--- src/rtl/match_uart_tx.sv ---
// Match-result UART transmitter: buffers {left,right} keypoint pairs in a FIFO
// and sends each one as a 10-byte 8N1 packet, followed by a 0x5A byte at end of frame.
module match_uart_tx #(
  parameter int CLKS_PER_BIT = 16,
  parameter int FIFO_DEPTH   = 16,
  parameter int LVL_W        = 5
) (
  input  logic             clk,
  input  logic             rst_n,
  input  logic             clear,
  input  logic             match_valid,
  input  logic [31:0]      left_keypoint,
  input  logic [31:0]      right_keypoint,
  input  logic             match_done,
  output logic             tx,
  output logic             tx_busy,
  output logic [LVL_W-1:0] fifo_level,
  output logic [7:0]       drop_count
);

  localparam int PTR_W = $clog2(FIFO_DEPTH);
  localparam int CNT_W = $clog2(CLKS_PER_BIT);
  localparam logic [LVL_W-1:0] FULL_LVL = LVL_W'(FIFO_DEPTH);
  localparam logic [CNT_W-1:0] CNT_MAX  = CNT_W'(CLKS_PER_BIT - 1);

  typedef enum logic [2:0] {
    ST_IDLE  = 3'd0,
    ST_LOAD  = 3'd1,
    ST_START = 3'd2,
    ST_DATA  = 3'd3,
    ST_STOP  = 3'd4
  } state_t;

  function automatic logic [7:0] xor_bytes(input logic [63:0] d);
    logic [7:0] acc;
    acc = 8'h00;
    for (int i = 0; i < 8; i++) begin
      acc = acc ^ d[8*i +: 8];
    end
    return acc;
  endfunction

  function automatic logic [7:0] pkt_byte(input logic is_eof, input logic [3:0] idx,
                                          input logic [63:0] d, input logic [7:0] chk);
    logic [7:0] b;
    case (idx)
      4'd0:    b = is_eof ? 8'h5A : 8'hA5;
      4'd1:    b = d[63:56];
      4'd2:    b = d[55:48];
      4'd3:    b = d[47:40];
      4'd4:    b = d[39:32];
      4'd5:    b = d[31:24];
      4'd6:    b = d[23:16];
      4'd7:    b = d[15:8];
      4'd8:    b = d[7:0];
      4'd9:    b = chk;
      default: b = 8'hFF;
    endcase
    return b;
  endfunction

  state_t             r_state;
  logic               r_tx;
  logic [63:0]        r_mem [FIFO_DEPTH];
  logic [PTR_W-1:0]   r_wr_ptr;
  logic [PTR_W-1:0]   r_rd_ptr;
  logic [LVL_W-1:0]   r_level;
  logic [7:0]         r_drop;
  logic               r_eof_pend;
  logic               r_is_eof;
  logic [63:0]        r_data;
  logic [7:0]         r_chk;
  logic [3:0]         r_byte_idx;
  logic [2:0]         r_bit_idx;
  logic [CNT_W-1:0]   r_clk_cnt;

  logic               w_empty;
  logic               w_full;
  logic               w_bit_end;
  logic               w_last_byte;
  logic               w_pop;
  logic               w_push;
  logic               w_drop;
  logic               w_eof_take;
  logic [7:0]         w_cur_byte;

  assign w_empty     = (r_level == {LVL_W{1'b0}});
  assign w_full      = (r_level == FULL_LVL);
  assign w_bit_end   = (r_clk_cnt == CNT_MAX);
  assign w_last_byte = r_is_eof ? (r_byte_idx == 4'd0) : (r_byte_idx == 4'd9);
  // The head leaves the FIFO either from IDLE or straight out of the last stop bit.
  assign w_pop       = !w_empty && ((r_state == ST_IDLE) ||
                       ((r_state == ST_STOP) && w_bit_end && w_last_byte));
  assign w_push      = match_valid && (!w_full || w_pop);
  assign w_drop      = match_valid && w_full && !w_pop;
  assign w_eof_take  = (r_state == ST_IDLE) && w_empty && r_eof_pend;
  assign w_cur_byte  = pkt_byte(r_is_eof, r_byte_idx, r_data, r_chk);

  assign tx         = r_tx;
  assign tx_busy    = (r_state != ST_IDLE);
  assign fifo_level = r_level;
  assign drop_count = r_drop;

  always_ff @(posedge clk) begin
    if (w_push && !clear) begin
      r_mem[r_wr_ptr] <= {left_keypoint, right_keypoint};
    end
  end

  always_ff @(posedge clk or negedge rst_n) begin
    if (!rst_n) begin
      r_wr_ptr <= {PTR_W{1'b0}};
      r_rd_ptr <= {PTR_W{1'b0}};
      r_level  <= {LVL_W{1'b0}};
      r_drop   <= 8'd0;
    end else if (clear) begin
      r_wr_ptr <= {PTR_W{1'b0}};
      r_rd_ptr <= {PTR_W{1'b0}};
      r_level  <= {LVL_W{1'b0}};
    end else begin
      if (w_push) r_wr_ptr <= r_wr_ptr + 1'b1;
      if (w_pop)  r_rd_ptr <= r_rd_ptr + 1'b1;
      case ({w_push, w_pop})
        2'b10:   r_level <= r_level + 1'b1;
        2'b01:   r_level <= r_level - 1'b1;
        default: r_level <= r_level;
      endcase
      if (w_drop && (r_drop != 8'hFF)) r_drop <= r_drop + 8'd1;
    end
  end

  // tx is driven from the state held during the previous cycle, so every bit still lasts CLKS_PER_BIT.
  always_ff @(posedge clk or negedge rst_n) begin
    if (!rst_n) begin
      r_state    <= ST_IDLE;
      r_tx       <= 1'b1;
      r_eof_pend <= 1'b0;
      r_is_eof   <= 1'b0;
      r_data     <= 64'd0;
      r_chk      <= 8'd0;
      r_byte_idx <= 4'd0;
      r_bit_idx  <= 3'd0;
      r_clk_cnt  <= {CNT_W{1'b0}};
    end else if (clear) begin
      r_state    <= ST_IDLE;
      r_tx       <= 1'b1;
      r_eof_pend <= 1'b0;
      r_is_eof   <= 1'b0;
      r_byte_idx <= 4'd0;
      r_bit_idx  <= 3'd0;
      r_clk_cnt  <= {CNT_W{1'b0}};
    end else begin
      r_eof_pend <= match_done || (r_eof_pend && !w_eof_take);
      case (r_state)
        ST_IDLE: begin
          r_tx <= 1'b1;
          if (!w_empty) begin
            r_data   <= r_mem[r_rd_ptr];
            r_is_eof <= 1'b0;
            r_state  <= ST_LOAD;
          end else if (r_eof_pend) begin
            r_is_eof <= 1'b1;
            r_state  <= ST_LOAD;
          end
        end
        ST_LOAD: begin
          r_tx       <= 1'b1;
          r_chk      <= xor_bytes(r_data);
          r_byte_idx <= 4'd0;
          r_clk_cnt  <= {CNT_W{1'b0}};
          r_state    <= ST_START;
        end
        ST_START: begin
          r_tx <= 1'b0;
          if (w_bit_end) begin
            r_clk_cnt <= {CNT_W{1'b0}};
            r_bit_idx <= 3'd0;
            r_state   <= ST_DATA;
          end else begin
            r_clk_cnt <= r_clk_cnt + 1'b1;
          end
        end
        ST_DATA: begin
          r_tx <= w_cur_byte[r_bit_idx];
          if (w_bit_end) begin
            r_clk_cnt <= {CNT_W{1'b0}};
            if (r_bit_idx == 3'd7) r_state <= ST_STOP;
            else                   r_bit_idx <= r_bit_idx + 3'd1;
          end else begin
            r_clk_cnt <= r_clk_cnt + 1'b1;
          end
        end
        ST_STOP: begin
          r_tx <= 1'b1;
          if (w_bit_end) begin
            r_clk_cnt <= {CNT_W{1'b0}};
            if (!w_last_byte) begin
              r_byte_idx <= r_byte_idx + 4'd1;
              r_state    <= ST_START;
            end else if (!w_empty) begin
              r_data   <= r_mem[r_rd_ptr];
              r_is_eof <= 1'b0;
              r_state  <= ST_LOAD;
            end else begin
              r_state <= ST_IDLE;
            end
          end else begin
            r_clk_cnt <= r_clk_cnt + 1'b1;
          end
        end
        default: begin
          r_tx    <= 1'b1;
          r_state <= ST_IDLE;
        end
      endcase
    end
  end

endmodule

--- config.mk ---
export PLATFORM = sky130hd
export DESIGN_NAME = match_uart_tx
export DESIGN_NICKNAME = d
export VERILOG_FILES = /design/src/rtl/match_uart_tx.sv
export SDC_FILE = /design/constraint.sdc
export NUM_CORES = 1
export LEC_CHECK = 0
export CELL_PAD_IN_SITES_DETAIL_PLACEMENT = 1
export CELL_PAD_IN_SITES_GLOBAL_PLACEMENT = 1
export CORE_MARGIN = 8
export CORE_UTILIZATION = 40
export DETAILED_ROUTE_END_ITERATION = 7
export PLACE_DENSITY = 0.69
export SKIP_LAST_GASP = 1
export SLEW_MARGIN = 20
export SYNTH_ARGS = -nofsm -noshare
export SYNTH_HDL_FRONTEND = slang
export SYNTH_SLANG_ARGS = --single-unit
--- constraint.sdc ---
create_clock -name clk -period 9.96 [get_ports clk]
set_clock_uncertainty 0.1 [all_clocks]
set_input_delay 1.494 -clock clk [delete_from_list [all_inputs] [get_ports clk]]
set_output_delay 1.494 -clock clk [all_outputs]
set_load 0.03 [all_outputs]
==> results of run 1 <==
registers in the layout (all words and copies together) (netlist names), 3 cells and up:
| register | count |
|---|---|
| r_chk | 8 |
| r_mem | 1024 |
| r_wr_ptr | 4 |
| r_rd_ptr | 4 |
| r_bit_idx | 3 |
| r_state | 3 |
| r_data | 64 |
| r_clk_cnt | 4 |
| fifo_level | 5 |
| drop_count | 8 |
| r_byte_idx | 4 |
Yosys cell counts (2+ instances only):
master and instances:
xor2_1 8, nand3_1 5, buf_1 11, nand4bb_1 2
edfxtp_1 1024, nor4_1 6, nor3_1 9, a311o_1 2
mux2_2 4, o221ai_1 36, nand2b_1 11, mux4_2 284
dfrtp_1 109, nand2_1 210, nand4_1 5, a21oi_1 25
buf_2 33, buf_6 4, clkbuf_1 70, a221oi_1 8
a31oi_1 6, a22o_1 4, ha_1 15, o21ai_1 2
inv_1 9, and3_1 6, buf_4 2, o21bai_1 2
mux2i_1 43, a222oi_1 2, a22oi_1 19, a211oi_1 7
nor2b_1 2, o22ai_1 5, xnor2_1 68, o211ai_1 3
o21ai_0 45, a311oi_1 7, nor2_1 53, or4_1 2
logic make-up after synthesis:
logic type      after synthesis  share of synthesized area (%)
compound gates              184                           2.97
xor+xnor                     76                           1.50
fa+ha+maj                    15                          0.422
mux                         331                           15.4
simple gates                324                           3.15
flops                      1134                           75.3
buf+inv                     130                           1.27
path summary, 6_finish.rpt:
path | cells after the start | slack, ns | to | start
setup / recovery | 9 | 4.62 | r_mem[9][59] | r_byte_idx[1]
hold / removal | 1 | 0.41 | drop_count[5] | drop_count[5]
setup reg to reg | 9 | 4.62 | r_mem[9][59] | r_byte_idx[1]
hold reg to reg | 1 | 0.41 | drop_count[5] | drop_count[5]
max in group asynchronous | 2 | 7.71 | r_data[21] | rst_n
min in group asynchronous | 1 | 0.82 | drop_count[0] | rst_n
routing by layer:
metal,vias to the layer above,wire (µm),global-route usage (%)
met5,-,66,0
met4,8,2380,4.97
met3,168,5830,2.86
met2,662,51200,27.9
met1,11800,45300,23.4
li1,9213,-,-
critical path, cell delays in order (launching register included):
cell and delay, ns:
dfrtp_1 0.42, inv_1 0.12, ha_1 0.80, nand4bb_1 0.27
a2111o_4 0.64, and2_4 0.21, a31oi_1 0.35, nand2_1 0.33
nor2_4 0.86, buf_4 0.78
per-stage QoR:
stage	cells	utilization (%)	hold slack, ns
finish	3903	46.0	0.407
global route	3902	46.0	0.418
CTS	3901	46.0	0.410
detailed placement	3687	42.7	0.401
global placement	3685	42.6	0.383
floorplan	2194	-	0.388
power groups by stage:
| stage | clock network, mW | registers [mW] | logic, mW |
|---|---|---|---|
| finish | 4.12 | 5.70 | 2.19 |
| global route | 4.36 | 5.72 | 2.38 |
| CTS | 4.20 | 5.70 | 2.22 |
| detailed placement | 0 | 5.79 | 2.21 |
| global placement | 0 | 5.79 | 2.14 |
| floorplan | 0 | 5.66 | 1.66 |
cell type report:
cell class              instances  area [µm²]
flip-flops and latches       1134       33500
inverters                      10        40.0
diodes                          2        5.00
repair buffers                125        1200
fillers                     10200       59700
clock buffers                 141        3030
multi-input cells             930       10600
clock inverters                73         586
well taps                    1488        1860
==> out/results.ini, run 1 <==
[outcome]
status=completed

[cts]
post_cts_buffers=0
cts_root_buf=clkbuf_16
htreeDepth=3
clk_path_buf_depth=3
cts_buffers=113
path_clk_slew_ns=0.06
clock-sinks=1134
clk_latency_ns=0.71
cts_tree=built
cts.repair.resized=0
hold_buffers=0

[timing]
max_freq_mhz=187
slew_violations=0
fin_ws_ns=4.62
setup-violations-final=0
period_share_pct=53.6
worst_pin_slew_ns=1.13
finalSetupTns_ns=0
grt_setup_unrepaired=no
slew_headroom_pct=24.5
hold_viol=0
fin_crit_ns=5.34

[worst_hold_path]
hp-class=flip-flop to flip-flop

[synthesis]
syn_avg_cell_area_um2=20.3
async_flop_share_pct=9.70
synthFlopType=edfxtp_1
synth_top_cell_by_area=edfxtp_1
synth_top_area_share_pct=69.1
syn_area_mm2=0.0445
synth_edf_count=1024
ys_types=66
ys_top_cells_by_area=edfxtp_1 69%, mux4_2 14%, dfrtp_1 6.1%
syn_nets=2278
ys_warn_count=0
yosysSeqAreaShare_pct=75.3
syn_inst=2194
ys_seq_elements=1134

[finish]
final_common_cell=edfxtp_1
area_delta_synth_final_pct=14.1
drive_above_1_share_pct=22.1
final_cell_mix=1024 x edfxtp_1, 284 x mux4_2, 210 x nand2_1, 113 x clkbuf_16, 106 x dfrtp_1
nets=2398
finalInstanceArea_mm2=0.0508

[placement]
place_area_mm2=0.0472
preCtsSetupSlack_ns=4.66
dp_hpwl_um=60100
port_buffers=83
gp_congestion=0.815

[grt]
grt_pass1_vias=23400
grt_antenna_before_repair=7
track_usage_pct=17.0
grt_pass1_wl_um=156000
grt_max_degree=136
gr-total-overflow=0

[floorplanning]
pin_count=84
row_count=122
die_y_um=350
die_w_um=350
initial_core_util_pct=40.3
core_area_mm2=0.111
dieArea_mm2=0.122

[power]
p_leak_nw=16.0
combPwrFrac_pct=18.2
clockPowerShare_pct=34.3
irDropWorstVdd_mv=0.151
swShare_pct=26.6
p_switching_mw=3.20
power_mw=12.0
p_seq_share_pct=47.5
intPower_mw=8.81
p_per_area_mw_per_mm2=236

[setup_path]
crit_path_end_kind=flip-flop
critical_path_class=flip-flop to flip-flop
crit_arrival_ns=5.55
startpoint_type=flip-flop
cp_max_fo=41
required_ns=10.17

[routing]
wl_um=105000
drtIter0Drc=2096
drc=0
via_count=21900
postRouteAntennaNets=0
wl_per_cell_um=26.9
via_per_inst=5.60
firstDrtPassIters=8

[run]
cap_violations=0

Note: power is estimated with default switching activity, not from simulation.
==> run 2: changes to the inputs <==
==> constraint.sdc (replaced) <==
create_clock -name clk -period 5.37 [get_ports clk]
set_clock_uncertainty 0.1 [all_clocks]
set_input_delay 0.8055 -clock clk [delete_from_list [all_inputs] [get_ports clk]]
set_output_delay 0.8055 -clock clk [all_outputs]
set_load 0.03 [all_outputs]
==> run 2 against run 1 <==
Worst setup slack got worse by 4.2 ns. Register-to-register slack got worse by 4.2 ns. Global-route usage rose by 0.44 points. Routed wire length rose by 2.4%.
==> out/results.ini, run 2 (synthesis gave the netlist of run 1 again) <==
[setup_path]
startpoint_type=flip-flop
crit_arrival_ns=5.11  ; -0.44 ns
required_ns=5.56  ; -4.61 ns
cp_max_fo=30  ; -27%
critical_path_class=flip-flop to flip-flop
r2r_start=r_byte_idx[0]
startpoint=r_byte_idx[0]
reg2reg_slack_ns=0.45  ; -4.18 ns
crit_path_end_kind=flip-flop

[cts]
hold_buffers=0  ; unchanged
htreeDepth=3  ; unchanged
clk_path_buf_depth=3  ; unchanged
post_cts_buffers=0  ; unchanged
cts_buffers=110  ; -2.7%
cts_root_buf=clkbuf_16
cts.repair.resized=0  ; unchanged
clock-sinks=1134  ; unchanged
path_clk_slew_ns=0.06  ; about the same
clk_latency_ns=0.69  ; -0.02 ns
cts_tree=built

[finish]
largestRegisters=r_mem: 1024 flops, r_data: 64 flops
drive_above_1_share_pct=22.0  ; -0.092 points
largest_reg_flops=1024  ; unchanged
nets=2405  ; +0.29%
final_cell_mix=1024 x edfxtp_1, 284 x mux4_2, 210 x nand2_1, 111 x clkbuf_16, 106 x dfrtp_1
regMostFlops=r_mem
final_cell_count_no_fill=3903  ; unchanged
area_delta_synth_final_pct=14.5
final_common_cell=edfxtp_1

[floorplanning]
die_w_um=350  ; unchanged
core_area_mm2=0.111  ; unchanged
die_y_um=350  ; unchanged
pin_count=84  ; unchanged
initial_core_util_pct=40.3  ; unchanged
row_count=122  ; unchanged
dieArea_mm2=0.122  ; unchanged

[routing]
via_per_inst=5.60  ; about the same
drtIter0Drc=2000  ; -4.6%
wl_per_cell_um=27.5  ; +2.4%
via_count=21800  ; -0.096%
postRouteAntennaNets=0  ; unchanged
wl_um=107000  ; +2.4%
drc=0  ; unchanged
firstDrtPassIters=5  ; -3

[grt]
grt_max_degree=121  ; -11%
grt_antenna_before_repair=3  ; -4
gr-total-overflow=0  ; unchanged
grt_pass1_vias=23800  ; +2.0%
track_usage_pct=17.4  ; +0.44 points
grt_pass1_wl_um=160000  ; +2.6%

[outcome]
status=completed

[timing]
period_share_pct=91.7  ; +38 points
fin_crit_ns=4.92  ; -0.415 ns
max_freq_mhz=203  ; +8.4%
finalSetupTns_ns=0  ; unchanged
grt_setup_unrepaired=no
worst_pin_slew_ns=1.03  ; -0.101 ns
slew_headroom_pct=31.3  ; +6.8 points
hold_viol=0  ; unchanged
slew_violations=0  ; unchanged
setup-violations-final=0  ; unchanged

[power]
clockPowerShare_pct=34.3  ; about the same
intPower_mw=16.5  ; +87%
p_seq_share_pct=47.1  ; -0.4 points
p_switching_mw=5.89  ; +84%
p_per_area_mw_per_mm2=439  ; +86%
irDropWorstVdd_mv=0.358  ; +140%
combPwrFrac_pct=18.6  ; +0.4 points
p_leak_nw=16.0  ; +0.34%
swShare_pct=26.3  ; -0.33 points

[placement]
gp_congestion=0.877  ; +7.7%
place_inst=3696  ; +0.24%
port_buffers=83  ; unchanged
dp_hpwl_um=63200  ; +5.1%

[run]
cap_violations=0  ; unchanged

[worst_hold_path]
hp-class=input pin to asynchronous set/reset pin

==> run 2: cell count changes in the layout (fill, tap and decap cells not counted), sizes merged <==
cell / previous run / this run
buf: 43 / 53
bufinv: 7 / 13
clkbuf: 141 / 137
clkinv: 54 / 48
clkinvlp: 6 / 2
diode: 2 / 1
inv: 16 / 15
==> run 2: worst paths after layout <==
path,end,depth (start not counted)
min,drop_count[0],1
max,r_mem[2][16],9
max in group asynchronous,r_data[56],2
min reg2reg,drop_count[7],1
max reg2reg,r_mem[2][16],9
min in group clk,drop_count[7],1
==> run 2: power groups by stage <==
stage | registers, mW | clock network (mW) | logic, mW
detailed placement | 10.7 | 0 | 4.16
floorplan | 10.5 | 0 | 3.08
global route | 10.6 | 8.12 | 4.52
CTS | 10.6 | 7.83 | 4.18
global placement | 10.7 | 0 | 4.03
finish | 10.5 | 7.67 | 4.17
==> run 2: worst max-delay path: stages, from the launching register on <==
cell and delay (ns):
dfrtp_1 0.45, inv_1 0.12, ha_1 0.71, nand4bb_1 0.31
a2111o_4 0.60, and2_4 0.21, a31oi_1 0.66, nand2_1 0.42
nor3_2 0.33, buf_4 0.58
==> run 2: layout make-up <==
type | instances | area, µm²
Fill cell | 10300 | 59500
Clock inverter | 68 | 668
Inverter | 10 | 40.0
Clock buffer | 137 | 2910
Timing Repair Buffer | 135 | 1410
Multi-Input combinational cell | 930 | 10600
Antenna cell | 1 | 2.50
Sequential cell | 1134 | 33500
Tap cell | 1488 | 1860
==> run 2: through the flow <==
| stage | area, µm² | hold WS, ns | setup WS (ns) | util [%] | total power, mW |
|---|---|---|---|---|---|
| final | 51000 | 0.158 | 0.447 | 46.1 | 22.4 |
| after global routing | 51000 | 0.235 | 0.295 | 46.1 | 23.2 |
| after CTS | 50900 | 0.171 | 0.546 | 46.1 | 22.6 |
| after detailed placement | 47400 | 0.390 | 0.592 | 42.9 | 14.9 |
| after global placement | 47400 | 0.379 | 0.692 | 42.9 | 14.8 |
| after floorplan | 44500 | 0.388 | -1.73 | - | 13.6 |
==> run 2: per-layer routing <==
| metal | vias to the layer above | global-route usage (%) | part of all wire, % |
|---|---|---|---|
| met5 | - | 0 | 0.012 |
| met1 | 11900 | 24.3 | 44 |
| met4 | 2 | 4.14 | 1.9 |
| met2 | 607 | 28.9 | 49 |
| met3 | 132 | 2.71 | 5.4 |
| li1 | 9236 | - | - |
==> run 3: changes to the inputs <==
--- a/config.mk
+++ b/config.mk
@@ -9,10 +9,10 @@
 export CELL_PAD_IN_SITES_GLOBAL_PLACEMENT = 1
 export CORE_MARGIN = 8
 export CORE_UTILIZATION = 40
+export CTS_BUF_LIST = sky130_fd_sc_hd__clkbuf_4 sky130_fd_sc_hd__clkbuf_8 sky130_fd_sc_hd__clkbuf_16
 export DETAILED_ROUTE_END_ITERATION = 7
 export PLACE_DENSITY = 0.69
 export SKIP_LAST_GASP = 1
-export SLEW_MARGIN = 20
 export SYNTH_ARGS = -nofsm -noshare
 export SYNTH_HDL_FRONTEND = slang
 export SYNTH_SLANG_ARGS = --single-unit
==> run 3 against run 2 <==
Global-route usage hardly changed. Sequential share of layout area is 0.076 points lower. Clock power is 2% higher.
==> out/results.ini, run 3 (synthesis gave the netlist of run 1 again) <==
[finish]
fin_util_pct=46.2  ; +0.053 points
area_delta_synth_final_pct=14.6
ff_latch_area_mm2=0.0335  ; unchanged
largest_reg_flops=1024  ; unchanged
final_cell_mix=1024 x edfxtp_1, 284 x mux4_2, 210 x nand2_1, 111 x clkbuf_16, 106 x dfrtp_1
final_common_cell=edfxtp_1
drive_above_1_share_pct=23.0  ; +0.92 points
multi_input_area_mm2=0.0106  ; unchanged
final_cell_count_no_fill=3902  ; -0.026%
nets=2404  ; -0.042%
fillers=10300  ; -0.019%
largestRegisters=r_mem: 1024 flops, r_data: 64 flops
regMostFlops=r_mem

[cts]
clk_path_buf_depth=3  ; unchanged
cts_buffers=110  ; unchanged
post_cts_buffers=0  ; unchanged
htreeDepth=3  ; unchanged
path_clk_slew_ns=0.06  ; about the same
cts_tree=built
cts.repair.resized=0  ; unchanged
hold_buffers=0  ; unchanged
cts_root_buf=clkbuf_16
clock-sinks=1134  ; unchanged
clk_latency_ns=0.69  ; about the same

[floorplanning]
dieArea_mm2=0.122  ; unchanged
row_count=122  ; unchanged
initial_core_util_pct=40.3  ; unchanged
core_area_mm2=0.111  ; unchanged
pin_count=84  ; unchanged
die_w_um=350  ; unchanged
die_y_um=350  ; unchanged

[routing]
via_count=21900  ; +0.42%
via_per_inst=5.62  ; +0.44%
drc=0  ; unchanged
postRouteAntennaNets=0  ; unchanged
wl_um=108000  ; +0.21%
drtIter0Drc=2027  ; +1.4%
wl_per_cell_um=27.6  ; +0.24%
firstDrtPassIters=5  ; unchanged

[placement]
place_inst=3696  ; unchanged
gp_congestion=0.877  ; unchanged
dp_hpwl_um=63200  ; unchanged
port_buffers=83  ; unchanged

[timing]
setup-violations-final=0  ; unchanged
fin_crit_ns=4.93  ; +0.00249 ns
max_freq_mhz=203  ; about the same
grt_setup_unrepaired=no
hold_viol=0  ; unchanged
worst_hold_slack_ns=0.151  ; -0.00722 ns
slew_violations=0  ; unchanged
slew_headroom_pct=28.7  ; -2.6 points
finalSetupTns_ns=0  ; unchanged
worst_pin_slew_ns=1.07  ; +0.0387 ns
period_share_pct=91.7  ; about the same

[setup_path]
startpoint_type=flip-flop
critical_path_class=flip-flop to flip-flop
r2r_start=r_byte_idx[0]
ff2ff_path_depth=9  ; unchanged
max_stage_delay_ns=0.71  ; about the same
reg2reg_slack_ns=0.44  ; about the same
cp_cell_sequence=inv_1 -> ha_1 -> nand4bb_1 -> a2111o_4 -> and2_4 -> a31oi_1 -> nand2_1 -> nor3_2 -> buf_4
required_ns=5.57  ; about the same
crit_path_end_kind=flip-flop
crit_arrival_ns=5.12  ; about the same
r2r_end=r_mem[2][58]
slowest_stage=ha_1
cp_max_fo=30  ; unchanged

[grt]
use_met1_pct=24.3  ; about the same
grt_pass1_wl_um=161000  ; +0.14%
use_met2_pct=29.0  ; +0.048 points
grt_antenna_before_repair=3  ; unchanged
met3_usage_pct=2.76  ; +0.048 points
grt_max_degree=121  ; unchanged
gr-total-overflow=0  ; unchanged
track_usage_pct=17.5  ; +0.030 points
top_usage_layer=met2
grt_pass1_vias=23800  ; +0.097%

[power]
power_mw=22.5  ; +0.50%
p_per_area_mw_per_mm2=441  ; +0.39%
irDropWorstVdd_mv=0.309  ; -14%
p_leak_nw=16.1  ; +0.42%

[worst_hold_path]
hp-class=input pin to asynchronous set/reset pin

[run]
cap_violations=0  ; unchanged

[outcome]
status=completed

==> run 3: final cells by class <==
| type | count | share of cell area [%] |
|---|---|---|
| Inverter | 10 | 0.0785 |
| Timing Repair Buffer | 134 | 2.72 |
| Tap cell | 1488 | 3.65 |
| Clock inverter | 68 | 1.31 |
| Antenna cell | 1 | 0.00490 |
| Sequential cell | 1134 | 65.7 |
| Clock buffer | 137 | 5.86 |
| Multi-Input combinational cell | 930 | 20.7 |
==> run 3: worst max-delay path by stage <==
| stage | startpoint | to | slack (ns) | depth (start not counted) |
|---|---|---|---|---|
| floorplan | r_byte_idx[1] | r_mem[1][0] | -1.73 | 9 |
| global placement | r_byte_idx[0] | r_mem[2][51] | 0.69 | 9 |
| detailed placement | r_byte_idx[0] | r_mem[2][51] | 0.59 | 9 |
| CTS | r_byte_idx[0] | r_mem[2][54] | 0.54 | 9 |
| global route | r_byte_idx[0] | r_mem[2][58] | 0.29 | 9 |
| finish | r_byte_idx[0] | r_mem[2][58] | 0.44 | 9 |
==> run 3: through the flow <==
stage,area [µm²],worst slack (ns)
final,51000,0.444
after global routing,51000,0.291
after CTS,51000,0.543
after detailed placement,47400,0.592
after global placement,47400,0.692
after floorplan,44500,-1.73
==> run 3: report_power, final <==
group	internal, mW	switching, mW	leakage, nW
Combinational	2.00	2.12	3.64
Clock	4.57	3.24	1.84
Sequential	10.0	0.544	10.6
Total	16.6	5.90	16.1
==> run 3: worst max-delay path, delay by kind of cell, from the launching register on <==
kind	cells	cell delay, ns
DFF	1	0.45
adders and majority gates	1	0.71
AOI/OAI and AO/OA	2	1.26
buffers and inverters	2	0.70
and+or+nand+nor	4	1.27
==> run 3: layer usage <==
metal | wire (µm) | part of all wire [%]
met5 | 13 | 0.012
met4 | 1980 | 1.8
met3 | 5490 | 5.1
met2 | 52800 | 49
met1 | 47300 | 44
